<file path="src/rtl/gpio_bank.sv">
// gpio_bank: N-pin GPIO controller with synchronised, debounced inputs and
// W1C rise/fall edge interrupts behind a one-cycle valid/ready register bus.
module gpio_bank #(
    parameter int unsigned NPINS       = 8,
    parameter int unsigned SYNC_STAGES = 2,
    parameter int unsigned DB_W        = 16
) (
    input  logic             clk,
    input  logic             rst,
    input  logic             reg_valid,
    output logic             reg_ready,
    input  logic             reg_we,
    input  logic [4:0]       reg_addr,
    input  logic [31:0]      reg_wdata,
    output logic [31:0]      reg_rdata,
    input  logic [NPINS-1:0] gpio_in,
    output logic [NPINS-1:0] gpio_out,
    output logic [NPINS-1:0] gpio_oe,
    output logic             irq
);
    typedef enum logic [2:0] {
        A_OUT  = 3'd0,
        A_OE   = 3'd1,
        A_IN   = 3'd2,
        A_RISE = 3'd3,
        A_FALL = 3'd4,
        A_PEND = 3'd5,
        A_DB   = 3'd6,
        A_RSVD = 3'd7
    } reg_sel_e;

    localparam logic [DB_W-1:0] DB_ONE = DB_W'(1);

    logic [NPINS-1:0] sync_q [SYNC_STAGES];
    logic [DB_W-1:0]  cnt_q  [NPINS];
    logic [NPINS-1:0] in_q, in_d_q, rise_en_q, fall_en_q, pend_q;
    logic [DB_W-1:0]  thresh_q;
    logic [NPINS-1:0] s, set, clr;
    logic [31:0]      rd_val;
    logic             accept, wr;
    reg_sel_e         sel;
    logic             unused_bits;

    assign sel         = reg_sel_e'(reg_addr[4:2]);
    assign accept      = reg_valid & ~reg_ready;
    assign wr          = accept & reg_we;
    assign s           = sync_q[SYNC_STAGES-1];
    assign set         = (in_q & ~in_d_q & rise_en_q) | (~in_q & in_d_q & fall_en_q);
    assign clr         = (wr && sel == A_PEND) ? reg_wdata[NPINS-1:0] : '0;
    assign unused_bits = ^{reg_addr[1:0], reg_wdata};

    always_comb begin
        rd_val = '0;
        case (sel)
            A_OUT:   rd_val[NPINS-1:0] = gpio_out;
            A_OE:    rd_val[NPINS-1:0] = gpio_oe;
            A_IN:    rd_val[NPINS-1:0] = in_q;
            A_RISE:  rd_val[NPINS-1:0] = rise_en_q;
            A_FALL:  rd_val[NPINS-1:0] = fall_en_q;
            A_PEND:  rd_val[NPINS-1:0] = pend_q;
            A_DB:    rd_val[DB_W-1:0]  = thresh_q;
            default: rd_val = '0;
        endcase
    end

    // Register file, handshake and interrupt state; a same-cycle set beats W1C.
    always_ff @(posedge clk or posedge rst) begin
        if (rst) begin
            reg_ready <= 1'b0;
            reg_rdata <= '0;
            gpio_out  <= '0;
            gpio_oe   <= '0;
            rise_en_q <= '0;
            fall_en_q <= '0;
            thresh_q  <= '0;
            pend_q    <= '0;
            irq       <= 1'b0;
        end else begin
            reg_ready <= accept;
            reg_rdata <= (accept && !reg_we) ? rd_val : '0;
            if (wr) begin
                case (sel)
                    A_OUT:   gpio_out  <= reg_wdata[NPINS-1:0];
                    A_OE:    gpio_oe   <= reg_wdata[NPINS-1:0];
                    A_RISE:  rise_en_q <= reg_wdata[NPINS-1:0];
                    A_FALL:  fall_en_q <= reg_wdata[NPINS-1:0];
                    A_DB:    thresh_q  <= reg_wdata[DB_W-1:0];
                    default: ;
                endcase
            end
            pend_q <= (pend_q & ~clr) | set;
            irq    <= |pend_q;
        end
    end

    // Counter holds the number of prior mismatching cycles, so a mismatch
    // commits once it has persisted thresh_q cycles (>= tolerates shrinking T).
    always_ff @(posedge clk or posedge rst) begin
        if (rst) begin
            for (int unsigned i = 0; i < SYNC_STAGES; i++) sync_q[i] <= '0;
            for (int unsigned i = 0; i < NPINS; i++) cnt_q[i] <= '0;
            in_q   <= '0;
            in_d_q <= '0;
        end else begin
            sync_q[0] <= gpio_in;
            for (int unsigned i = 1; i < SYNC_STAGES; i++) sync_q[i] <= sync_q[i-1];
            in_d_q <= in_q;
            for (int unsigned i = 0; i < NPINS; i++) begin
                if (s[i] == in_q[i]) begin
                    cnt_q[i] <= '0;
                end else if (thresh_q == '0 || cnt_q[i] >= thresh_q - DB_ONE) begin
                    in_q[i]  <= s[i];
                    cnt_q[i] <= '0;
                end else if (cnt_q[i] != '1) begin
                    cnt_q[i] <= cnt_q[i] + DB_ONE;
                end
            end
        end
    end
endmodule
</file>
<file path="config.mk">
export PLATFORM = sky130hd
export DESIGN_NAME = gpio_bank
export DESIGN_NICKNAME = d
export VERILOG_FILES = /design/src/rtl/gpio_bank.sv
export SDC_FILE = /design/constraint.sdc
export NUM_CORES = 1
export LEC_CHECK = 0
export BUFFER_PORTS_ARGS = -buffer_cell sky130_fd_sc_hd__buf_2
export CORE_ASPECT_RATIO = 0.5
export CORE_MARGIN = 3
export CORE_UTILIZATION = 61
export CTS_CLUSTER_SIZE = 25
export DETAILED_ROUTE_END_ITERATION = 7
export HOLD_SLACK_MARGIN = 0.12
export PLACE_DENSITY_LB_ADDON = 0.1
export SLEW_MARGIN = 5
export SYNTH_ARGS = -nofsm -noshare
export SYNTH_HDL_FRONTEND = slang
export SYNTH_SLANG_ARGS = --single-unit
</file>
<file path="constraint.sdc">
create_clock -name clk -period 7.95 [get_ports clk]
set_input_delay 0.3975 -clock clk [delete_from_list [all_inputs] [get_ports clk]]
set_output_delay 0.3975 -clock clk [all_outputs]
set_load 0.02 [all_outputs]
</file>
==> flow_summary_export.csv <==
group,metric,value,unit
global_routing,grt_usage,27.7,%
clocking,clkLatencyLatePin,0.54,ns
timing,rsz0062_at_grt,"no",
timing,fin_setup_tns,0,ns
setup_path,crit_path_max_incr_delay,0.66,ns
synthesis,synth_compound_area_share,9.93,%
clocking,cts_hold_buf,17,
timing,period_share,63.1,%
synthesis,synth_ff_type,"dfrtp_1",
clocking,clockRootBuffer,"clkbuf_16",
timing,hold_viol,0,
synthesis,syn_inst,1383,
global_routing,grt_overflow,0,
finish,nets,1632,
die,die_y,113,um
finish,final_layout_size_suffix_gt1_share,13.3,%
worst_hold_path,hold_class,"in2reg",
pwr,vdd.ir_drop.worst,0.132,mV
synthesis,synth_area,13900,um^2
detailed_routing,ant_nets,0,
finish,area_delta_synth_final,10.8,%
synthesis,synth_fa_ha_area_share,11.3,%
setup_path,rr_worst_depth,15,
status,outcome,"complete, no violations",
timing,drv_slew,0,
placement,place.gp.congestion,0.907,
clocking,cts-resized-gates,0,
synthesis,netlist.area_leader.share,42.0,%
synthesis,yosysSeqAreaShare,42.0,%
setup_path,rrSetupSlack,2.94,ns
timing,fin_worst_skew,0.0221,ns
die,die_x,220,um
timing,finalCriticalPeriod,5.01,ns
synthesis,syn_avg_cell_area,10.1,um^2
finish,n_fill_cell,1717,
global_routing,grt_max_degree,98,
timing,max_freq,199,MHz
timing,setup_viol,0,
synthesis,ys_async_sr_fraction,100,%
die,core-area,22100,um^2
die,die-area,24800,um^2
detailed_routing,via_per_inst,6.10,
synthesis,synth_common_cells,"dfrtp_1, nor2_1, ha_1",
die,rows,38,
detailed_routing,wire_per_inst,18.9,um
detailed_routing,wirelength,33.6,mm
timing,max_slew_margin,34.6,%
clocking,h-tree-depth,1,
die,start_util,63.2,%
setup_path,start_kind,"flop",
synthesis,synth_top_family_by_area,"simple AND/OR/NAND/NOR gates",
pwr,powerDensity,233,nW/um^2
synthesis,synth-simple-area-share,19.1,%
clocking,cts.sinks,234,
worst_hold_path,min_to,"reg_rdata[10]",
placement,dp_hpwl,23.2,mm
setup_path,criticalPathCategory,"reg2reg",
finish,fin_util,70.0,%
synthesis,synth-xor-area-share,7.51,%
detailed_routing,drtIter0Drc,719,
synthesis,synth_edf_count,0,
synthesis,yosysWarnings,0,
die,ioPinCount,99,
synthesis,synth_most_common_cell,"dfrtp_1",
global_routing,grt_pass1_vias,10600,
setup_path,cp_max_fo,16,
synthesis,yosysTopAreaCell,"dfrtp_1",
setup_path,cp.required,8.32,ns
clocking,cts_buffers,22,
setup_path,cp_cell_sequence,"inv_1 -> ha_1 -> nor4b_1 -> nand3_1 -> or3_1 -> xor2_1 -> buf_4 -> ha_1 -> inv_1 -> nor2_1 -> o211ai_1 -> o32ai_1 -> o21ai_1 -> o211ai_2 -> nor2_1",
placement,post-place-ws,2.95,ns
global_routing,antenna_found_initial,1,
clocking,cts.repair_timing.setup_buffer_count,0,
timing,worst_pin_slew,0.975,ns
setup_path,slowest_stage,"o211ai_2",
setup_path,worstPathArrival,5.38,ns
clocking,clkTransAtPathRegs,0.07,ns
setup_path,r2r_start,"thresh_q[0]",
clocking,clock_path_buffers,3,
job,maxCapViolations,0,
detailed_routing,drc_errors,0,
synthesis,yosys-mux-area-fraction,7.02,%
detailed_routing,route.vias.total,10800,
setup_path,path_delay_family,"simple AND/OR/NAND/NOR gates",
detailed_routing,drtPass1Iterations,5,
global_routing,grt_pass1_wl,54.9,mm
worst_hold_path,hp-start,"reg_we",
clocking,cts_tree,"yes",
setup_path,worst_r2r_endpoint,"cnt_q[100]",
pwr,p_leak,7.47,nW
setup_path,critPathBufInv,3,
placement,portBuffers,64,
synthesis,synth-seq-cells,234,
timing,setup_slack,2.94,ns
setup_path,end_kind,"flop",
synthesis,synth_cell_types,69,
worst_hold_path,holdPathStages,2,
synthesis,netlist_top_cells_area,"dfrtp_1, ha_1, xor2_1",
==> layout by cell type, fill, tap and decap left out, types with 6 or more instances in the layout <==
| master | count |
|---|---|
| and4_1 | 14 |
| mux2i_1 | 28 |
| o2111a_1 | 6 |
| xor2_1 | 73 |
| dlygate4sd3_1 | 17 |
| nand3_1 | 80 |
| a31oi_1 | 6 |
| nor2_2 | 11 |
| mux2_2 | 52 |
| nand2_1 | 88 |
| clkbuf_1 | 6 |
| or3_1 | 7 |
| nor4_1 | 12 |
| nor2_1 | 148 |
| a21oi_1 | 30 |
| a211oi_1 | 15 |
| and3_1 | 26 |
| nand2b_1 | 10 |
| clkbuf_16 | 23 |
| conb_1 | 16 |
| nand3b_1 | 10 |
| or4_1 | 7 |
| ha_1 | 121 |
| xnor2_1 | 40 |
| buf_2 | 64 |
| and2_1 | 19 |
| dfrtp_1 | 234 |
| nor3_1 | 37 |
| o21ai_0 | 47 |
| o211ai_1 | 16 |
| a21o_1 | 38 |
| inv_1 | 29 |
| buf_4 | 18 |
| nor2b_1 | 10 |
| o21bai_1 | 8 |
| nand4_1 | 35 |
==> routing by layer <==
| metal | vias to the layer above | global-route usage, % | routed length, um | part of all wire (%) |
|---|---|---|---|---|
| li1 | 5108 | - | - | - |
| met1 | 5363 | 39.3 | 15400 | 46 |
| met2 | 305 | 43.3 | 14900 | 44 |
| met3 | 69 | 5.72 | 2290 | 6.8 |
| met4 | 0 | 8.48 | 982 | 2.9 |
| met5 | - | 0 | 0 | 0 |
==> where the power goes <==
part           internal (W)  leakage, nW  switching, W
clock              0.000610        0.353      0.000464
sequential          0.00133         3.09      0.000176
combinational      0.000409         4.03      0.000602
total               0.00235         7.47       0.00124
==> final cells by class <==
cell class	instances	area (um^2)	area share, %
clock inverters	4	48.8	0.316
well taps	300	375	2.43
diodes	1	2.50	0.0162
inverters	30	120	0.778
clock buffers	34	667	4.32
multi-input cells	1075	7740	50.2
flip-flops and latches	234	5860	37.9
repair buffers	99	626	4.05
==> cell families after synthesis <==
family / count (synthesis)
flops: 234
simple gates: 528
compound gates: 201
fa+ha+maj: 127
buf+inv: 89
xor+xnor: 118
mux: 85
other cells: 1
==> through the flow <==
| stage | power, W | hold WS [ns] | instances | area (um^2) |
|---|---|---|---|---|
| after global routing | 0.00379 | 0.154 | 1776 | 15400 |
| after global placement | 0.00245 | 0.332 | 1721 | 14500 |
| after detailed placement | 0.00250 | 0.336 | 1721 | 14500 |
| after CTS | 0.00359 | 0.123 | 1776 | 15400 |
| final | 0.00359 | 0.144 | 1777 | 15400 |
| after floorplan | 0.00216 | 0.331 | 1398 | 14000 |
==> how the worst max path moves through the flow <==
stage,start,to,slack (ns),cells after the start
after floorplan,rst,cnt_q[0],1.13,1
after global placement,thresh_q[0],cnt_q[98],3.04,15
after detailed placement,thresh_q[0],cnt_q[109],2.95,15
after CTS,thresh_q[0],cnt_q[97],2.91,15
after global routing,thresh_q[0],cnt_q[109],2.59,15
final,thresh_q[0],cnt_q[100],2.94,15
==> sequential cells by signal (all words and copies together) (netlist names) <==
| name | count |
|---|---|
| cnt_q | 128 |
| fall_en_q | 8 |
| gpio_oe | 8 |
| gpio_out | 8 |
| in_d_q | 8 |
| in_q | 8 |
| irq | 1 |
| pend_q | 8 |
| reg_rdata | 16 |
| reg_ready | 1 |
| rise_en_q | 8 |
| s | 8 |
| sync_q | 8 |
| thresh_q | 16 |
No activity file was read; power rests on OpenSTA's default activity.
